--- config.mk ---
export PLATFORM = sky130hd
export DESIGN_NAME = disp_bcd_port
export DESIGN_NICKNAME = d
export VERILOG_FILES = /design/src/rtl/disp_pkg.sv /design/src/rtl/bcd_digit_adj.sv /design/src/rtl/disp_bcd_port.sv
export SDC_FILE = /design/constraint.sdc
export NUM_CORES = 1
export LEC_CHECK = 0
export BUFFER_PORTS_ARGS = -buffer_cell sky130_fd_sc_hd__clkbuf_2
export CAP_MARGIN = 20
export CORE_ASPECT_RATIO = 1.1
export CORE_UTILIZATION = 46
export CTS_BUF_LIST = sky130_fd_sc_hd__clkbuf_16
export DETAILED_ROUTE_END_ITERATION = 7
export PLACE_DENSITY = 0.65
export SETUP_SLACK_MARGIN = 0.5
export SLEW_MARGIN = 10
export SYNTH_ARGS = -nofsm -noshare
export SYNTH_HDL_FRONTEND = slang
export SYNTH_SLANG_ARGS = --single-unit
--- constraint.sdc ---
create_clock -name clk -period 6.5 [get_ports clk]
set_input_delay 1.3 -clock clk [delete_from_list [all_inputs] [get_ports clk]]
set_output_delay 1.3 -clock clk [all_outputs]
set_load 0.05 [all_outputs]
--- src/rtl/disp_pkg.sv ---
`timescale 1ns/1ps
// disp_pkg: shared types and constants for the seven-segment BCD output port.
// Latency: n/a (declarations only).
// Backpressure: n/a.
//
// Contents:
//   state_t          - conversion controller state (IDLE, CONV)
//   BCD_W            - width of the double-dabble accumulator (5 digits)
//   DIGITS           - number of digits driven onto the display
//   ERR_PATTERN_DEF  - default dataout value for out-of-range decimal writes
package disp_pkg;

    typedef enum logic {
        IDLE = 1'b0,
        CONV = 1'b1
    } state_t;

    // Five BCD digits are needed to hold any 16-bit input (max 65535).
    localparam int BCD_W  = 20;
    localparam int DIGITS = 4;

    localparam logic [15:0] ERR_PATTERN_DEF = 16'hEEEE;

endpackage

--- src/rtl/bcd_digit_adj.sv ---
`timescale 1ns/1ps
// bcd_digit_adj: double-dabble digit correction, adds 3 to a BCD digit >= 5.
// Latency: combinational.
// Backpressure: none.
//
// Ports:
//   din   - 4-bit BCD digit before the shift
//   dout  - corrected digit, so the following left shift carries correctly
module bcd_digit_adj (
    input  logic [3:0] din,
    output logic [3:0] dout
);

    always_comb begin
        dout = din;
        if (din >= 4'd5) begin
            dout = din + 4'd3;
        end
    end

endmodule

--- src/rtl/disp_bcd_port.sv ---
`timescale 1ns/1ps
// disp_bcd_port: memory-mapped hex / binary-to-BCD output port for a 4-digit display.
// Latency: hex write visible 1 cycle after the write edge; decimal write 16 cycles after.
// Backpressure: none; a new write always wins and restarts or aborts a conversion.
//
// Ports:
//   clk, rst     - clock and synchronous active-high reset
//   bus_addr     - CPU address; HEX_ADDR = raw hex write, DEC_ADDR = binary-to-decimal write
//   bus_wdata    - CPU write data
//   bus_we       - single-cycle write strobe
//   dataout      - registered digit nibbles, MSB nibble on the leftmost digit
//   busy         - high for the 16 cycles of a decimal conversion
//   overflow     - last decimal write was above 9999 (display shows ERR_PATTERN)
//   bus_re       - read strobe            (only with DISP_READBACK_EN)
//   bus_rdata    - registered read data   (only with DISP_READBACK_EN)
//
// Build option: define DISP_READBACK_EN to add the read-back ports.
module disp_bcd_port
    import disp_pkg::*;
#(
    parameter logic [15:0] HEX_ADDR    = 16'hFF00,
    parameter logic [15:0] DEC_ADDR    = 16'hFF01,
    parameter logic [15:0] ERR_PATTERN = ERR_PATTERN_DEF
) (
    input  logic        clk,
    input  logic        rst,
    input  logic [15:0] bus_addr,
    input  logic [15:0] bus_wdata,
    input  logic        bus_we,
    output logic [15:0] dataout,
    output logic        busy,
    output logic        overflow
`ifdef DISP_READBACK_EN
    ,
    input  logic        bus_re,
    output logic [15:0] bus_rdata
`endif
);

    localparam int NDIG_ACC = BCD_W / 4;
    localparam int DISP_W   = DIGITS * 4;

    state_t             state;
    logic [15:0]        sreg;
    logic [BCD_W-1:0]   bcd;
    logic [BCD_W-1:0]   adj;
    logic [BCD_W-1:0]   bcd_nxt;
    logic [3:0]         cnt;

    logic               hex_wr;
    logic               dec_wr;
    logic               last_bit;
    logic               too_big;

    assign hex_wr = bus_we && (bus_addr == HEX_ADDR);
    assign dec_wr = bus_we && (bus_addr == DEC_ADDR);

    // Correct every accumulator digit, then shift the next input bit in.
    for (genvar g = 0; g < NDIG_ACC; g++) begin : g_adj
        bcd_digit_adj u_adj (
            .din  (bcd[4*g +: 4]),
            .dout (adj[4*g +: 4])
        );
    end

    assign bcd_nxt  = {adj[BCD_W-2:0], sreg[15]};
    assign last_bit = (cnt == 4'd15);

    // Anything in the fifth digit means the value did not fit in four digits.
    // adj[BCD_W-1] can only be set if the accumulator itself overflowed; folding it
    // in keeps the check robust should the input width ever grow.
    assign too_big = (bcd_nxt[BCD_W-1:DISP_W] != '0) || adj[BCD_W-1];

    always_ff @(posedge clk) begin
        if (rst) begin
            state    <= IDLE;
            sreg     <= '0;
            bcd      <= '0;
            cnt      <= '0;
            dataout  <= '0;
            busy     <= 1'b0;
            overflow <= 1'b0;
        end else if (hex_wr) begin
            // Raw write also cancels any conversion in flight.
            dataout  <= bus_wdata;
            overflow <= 1'b0;
            busy     <= 1'b0;
            state    <= IDLE;
        end else if (dec_wr) begin
            // Starts (or restarts) a conversion; dataout keeps showing the old value.
            sreg     <= bus_wdata;
            bcd      <= '0;
            cnt      <= '0;
            busy     <= 1'b1;
            state    <= CONV;
        end else begin
            case (state)
                CONV: begin
                    bcd  <= bcd_nxt;
                    sreg <= {sreg[14:0], 1'b0};
                    cnt  <= cnt + 4'd1;
                    if (last_bit) begin
                        if (too_big) begin
                            dataout  <= ERR_PATTERN;
                            overflow <= 1'b1;
                        end else begin
                            dataout  <= bcd_nxt[DISP_W-1:0];
                            overflow <= 1'b0;
                        end
                        busy  <= 1'b0;
                        state <= IDLE;
                    end
                end
                default: begin
                    state <= IDLE;
                end
            endcase
        end
    end

`ifdef DISP_READBACK_EN
    // Read data is registered: it reflects the state seen on the read edge.
    always_ff @(posedge clk) begin
        if (rst) begin
            bus_rdata <= '0;
        end else if (bus_re && (bus_addr == HEX_ADDR)) begin
            bus_rdata <= dataout;
        end else if (bus_re && (bus_addr == DEC_ADDR)) begin
            bus_rdata <= {14'b0, overflow, busy};
        end else begin
            bus_rdata <= '0;
        end
    end
`else
    // Write-only build: no read path.
`endif

endmodule

=== Word-level counts from Yosys, hierarchy flattened ===
Index checks and enable logic that the tools add are counted.

* Bits in registers: 59
* Bits in latches: 0
* RAM bits: 0
* Bits in read-only memories: 0
* Input bits: 35
* Output and inout port bits: 18
* Word-level logic and storage cells: 60
* Memories kept: 0

* Add/subtract/negate cells: 6
* Multipliers: 0
* Divide/modulo/power cells: 0
* $lt $le $gt $ge: 5
* Equal/unequal tests: 4
* Shifts and indexed selects: 0
* Muxes and demuxes: 23
* Bitwise operators: 2
* Reductions and logical operators: 13

{| class="wikitable"
|+ Operator list
! cell !! count
|-
| 2-to-1 mux 16 bit || 7
|-
| 2-to-1 mux 20 bit || 2
|-
| equality test 16 bit, second input constant || 2
|-
| 2-to-1 mux 4 bit || 7
|-
| adder 4 x 2 -> 4 bit, second input constant || 5
|-
| greater-or-equal comparator 4 x 3 -> 1 bit, second input constant || 5
|-
| nonzero test 2 bit || 4
|-
| 2-to-1 mux 1 bit || 7
|-
| AND reduction 3 bit || 2
|-
| adder 4 x 1 -> 4 bit, second input constant || 1
|-
| equality test 4 bit, second input constant || 1
|-
| AND reduction 2 bit || 2
|-
| nonzero test 4 bit || 1
|-
| logical AND 1 bit || 2
|-
| != test 2 bit, second input constant || 1
|-
| inverter 1 bit || 2
|-
| OR reduction 2 bit || 1
|-
| logical OR 1 bit || 1
|}

=== Logic depth before layout (Yosys ltp) ===
* Word-level depth: 9
* Mapped depth: 8
* Depth with buffers taken out: 7

=== Modules after synthesis ===
A second synthesis with hierarchy kept.

* Cells, all modules: 413
* Area, all modules: 3590.9 sq um

{| class="wikitable"
|+ Modules (own cells, without submodules)
! module !! times used !! cells each !! area each (sq um) !! seq. area each (sq um)
|-
| disp_bcd_port || 1 || 333 || 3084.2 || 1181.1
|-
| bcd_digit_adj || 5 || 16 || 101.3 || 0.0
|}

=== Worst setup path after synthesis ===
Ideal clock, no wire load.

* Kind: input to register
* Start: input bus_addr[2]
* End: register sreg[10]
* Library setup time: 142 ps
* Arrival: 3196 ps
* Data required time: 6358 ps
* Path slack: 3163 ps
* Cell stages on the path: 8
* Path buffers: 3
* Path through: or4_1 > or4_4 > buf_6 > or2_1 > buf_6 > buf_2 > nor2_1 > a211oi_2

* Cells in the longest elaborated chain, start to end: 4
* Elaborated cells between the ends (all ways): 8
* Those cells by class: eq/ne: 2; mux: 1; bitwise: 1; reduce/logical: 4

{| class="wikitable"
|+ RTL lines
! item !! line !! RTL
|-
| start, declared || disp_bcd_port.sv:27 || <nowiki>input logic [15:0] bus_addr,</nowiki>
|-
| equality test 16 bit (on tied branches) || disp_bcd_port.sv:56, disp_bcd_port.sv:55 ||
|-
| logical AND 1 bit (on tied branches) || disp_bcd_port.sv:56, disp_bcd_port.sv:55 ||
|-
| nonzero test 2 bit (no source line) or inverter 1 bit (tied branches) || n/a ||
|-
| AND reduction 2 bit (no source line) || n/a ||
|-
| end signal, assigned || disp_bcd_port.sv:91 || <nowiki>sreg <= bus_wdata;</nowiki>
|-
| end signal, assigned || disp_bcd_port.sv:100 || <nowiki>sreg <= {sreg[14:0], 1'b0};</nowiki>
|-
| end, declared || disp_bcd_port.sv:44 || <nowiki>logic [15:0] sreg;</nowiki>
|}

Parallel ways exist; a longest one is shown, timed or not.
A chain may end at the register's enable or synchronous reset.

=== Worst setup path in the final report ===
* Start: input bus_addr[1]
* End: register bcd[13]

* Cells in the longest elaborated chain, start to end: 4
* Elaborated cells between the ends (all ways): 8
* Those cells by class: eq/ne: 2; mux: 1; bitwise: 1; reduce/logical: 4

{| class="wikitable"
|+ RTL lines
! item !! line !! RTL
|-
| equality test 16 bit (on tied branches) || disp_bcd_port.sv:56, disp_bcd_port.sv:55 ||
|-
| logical AND 1 bit (on tied branches) || disp_bcd_port.sv:56, disp_bcd_port.sv:55 ||
|-
| nonzero test 2 bit (no source line) or inverter 1 bit (tied branches) || n/a ||
|-
| AND reduction 2 bit (no source line) || n/a ||
|-
| end signal, assigned || disp_bcd_port.sv:99 || <nowiki>bcd <= bcd_nxt;</nowiki>
|-
| end, declared || disp_bcd_port.sv:45 || <nowiki>logic [BCD_W-1:0] bcd;</nowiki>
|}

Parallel ways exist; a longest one is shown, timed or not.

==> impl_results.md <==
- Hold path start: overflow
- Max Clk Rate: 288 MHz
- Die X: 79.4 um
- Final Cell Area: 3580 um^2
- Clock Sinks: 59
- Port buffer count: 52
- Diodes inserted: 0
- Via count: 2619
- Post-synth EDFFs: 0
- First-pass GRT wire length: 11.9 mm
- Tot GR Track Use: 22.6%
- Ports: 53
- CP endpoint: bcd[13]
- Final Hold Violating Endpoints: 0
- Mapped Area: 3030 um^2
- Via-to-Cell Ratio: 5.68
- Power Density: 234 nW/um^2
- Starting Density: 48.3%
- Maximum vdd ir drop: 0.154 mV
- Setup Viol. Count Final: 0
- 1st-iter DRT viols: 136
- Max Slew Vio Count: 0
- Post-synthesis cell type count: 49
- Share of the synthesized area in the top cell type: 39.0%
- Crit path time final: 3470 ps
- CTS tree: built
- Critical path arrival: 3730 ps
- Final Wtd Congestion: 0.784
- Synth Warn #: 0
- P_leak: 1.48 nW
- CTS Buffer Depth: 2
- Post-CTS Setup Inserts: 0
- Core outline area: 6270 um^2
- Least-Margin Pin Slew: 693 ps
- Ys async rst share: 0%
- Crit Path Max Fanout: 27
- Post-Syn Nets: 376
- Number of synthesized register bits: 59
- Power consumption: 0.838 mW
- DR pass1 iterations: 4
- Maxcap violations: 0
- Hold_buf cts: 0
- RR Startpoint: bcd[16]
- GR Overflow Total: 0
- Rows: 30
- Area occupied by multi-input gates: 1680 um^2
- Largest net degree at the start of global routing: 42
- CP required: 6760 ps
- Critical path type: input port to register
- Largest cells by area after synthesis: dfxtp_1 (39%), mux2i_1 (5.9%), nor2_1 (4.8%)
- CP Capture Type: register
- Share of cells above drive strength 1: 23.4%
- Worst reg2reg path endpoint: dataout[2]
- DRC: 0
- Final HPWL DP: 5.04 mm
- Clk_skew: 7.81 ps
- Wire per inst: 15.5 um
- Post-synthesis sequential area ratio: 39.0%
- Fin crit share: 53.5%
- Critical Path Start: bus_addr[1]
- Outcome: finished, final reports clean
- Type of origin of the critical path: input port
- Syn Inst Count: 330
- Worst Hold Class: register to register
- ANT nets after route: 0
- CTS buffer count: 9
- Post-cts sizing count: 0
- Antenna violations before repair: 0
- Setup TNS: 0 ps
- Synth area leader: dfxtp_1
- Vias in the first global route: 2498
- Die area: 6920 um^2
- Die Span Y: 87.1 um
- Placement Cell Area: 3290 um^2
- Worst-Skew Late Latency: 320 ps
- Worst reg2reg path depth: 6
- Total wire length: 7.13 mm
- Root Driver: clkbuf_16
- Final nets: 422
- Clock slew at reported path FFs: 50 ps
- FF-to-FF setup slack: 4300 ps
- Htree depth: 3
- Worst rel slew slack: 53.8%
- Main synth FF type: dfxtp_1
- Mean Syn Cell Area: 9.18 um^2
- RSZ-0062 raised after global routing: false
- FF+latch area: 1180 um^2
- Fill count: 575
- Area Growth Syn to Fin: 18.3%
[power breakdown]
group	internal (mW)	total [mW]	switching [mW]
Combinational	0.00869	0.0224	0.0137
Sequential	0.362	0.362	0.00000218
Clock	0.291	0.453	0.163
Total	0.661	0.838	0.176
[cells in the mapped netlist (all sizes together) (5+ instances only)]
library cell / count
xnor2: 5
nand2: 21
nand4: 7
dfxtp: 59
nand3: 7
buf: 10
a21oi: 27
mux2i: 19
nor2: 39
o221ai: 12
inv: 12
a22oi: 12
a211oi: 17
clkbuf: 10
nand2b: 8
o21ai: 11
ha: 11
[through the flow]
| stage | instances | hold WS [ps] | util [%] | setup WS [ps] |
|---|---|---|---|---|
| floorplan | 330 | 446 | - | 3160 |
| global placement | 444 | 445 | 52.4 | 2650 |
| detailed placement | 444 | 450 | 52.4 | 2630 |
| CTS | 460 | 458 | 56.9 | 2960 |
| global route | 461 | 498 | 57.2 | 2830 |
| finish | 461 | 458 | 57.2 | 3030 |
[cells in the final DEF, fill, tap and decap left out, drive strengths merged, types with 11 or more instances in the layout]
cell	n
a21oi	27
o221ai	12
nand2	21
o21ai	11
clkbuf	61
ha	11
inv	12
a22oi	12
nor2	39
a211oi	17
mux2i	19
dfxtp	59
[registers in the layout, indices dropped and copies added (netlist names)]
name      flops
busy          1
bcd          20
overflow      1
state         1
dataout      16
cnt           4
sreg         16
[logic make-up after synthesis]
kind of cell               count (synthesis)  synth area share, %
adders and majority gates                 11                 4.54
muxes                                     23                 8.17
DFF                                       59                 39.0
AOI/OAI and AO/OA                        103                 25.8
xor gates and xnor gates                   7                 2.02
buffers and inverters                     32                 5.45
and+or+nand+nor                           95                 15.1
[how the worst min path moves through the flow]
| stage | slack [ps] | cells after the start | to |
|---|---|---|---|
| finish | 460 | 2 | overflow |
| global route | 500 | 2 | bcd[5] |
| CTS | 460 | 2 | overflow |
| detailed placement | 450 | 2 | overflow |
| global placement | 450 | 2 | overflow |
| floorplan | 450 | 2 | bcd[1] |
[critical path, cell delays in order]
cell      delay [ps]
clkbuf_2          80
or4b_4           560
o41ai_4          350
buf_4            410
o21a_1           640
o2bb2a_1         290
nor2_1            80
[metal layers]
layer | global-route usage [%] | wire length [um] | vias up
met4 | 6.61 | 82 | 0
li1 | - | - | 1308
met2 | 37.9 | 3380 | 64
met5 | 0 | 0 | -
met1 | 28.9 | 3330 | 1235
met3 | 4.92 | 337 | 12
[layout make-up]
class	instances	area share [%]
Multi-Input combinational cell	239	47.0
Sequential cell	59	32.9
Timing Repair Buffer	55	8.10
Clock buffer	9	6.28
Tap cell	80	2.79
Clock inverter	7	1.64
Inverter	12	1.26
(Power assumes the default switching activity.)
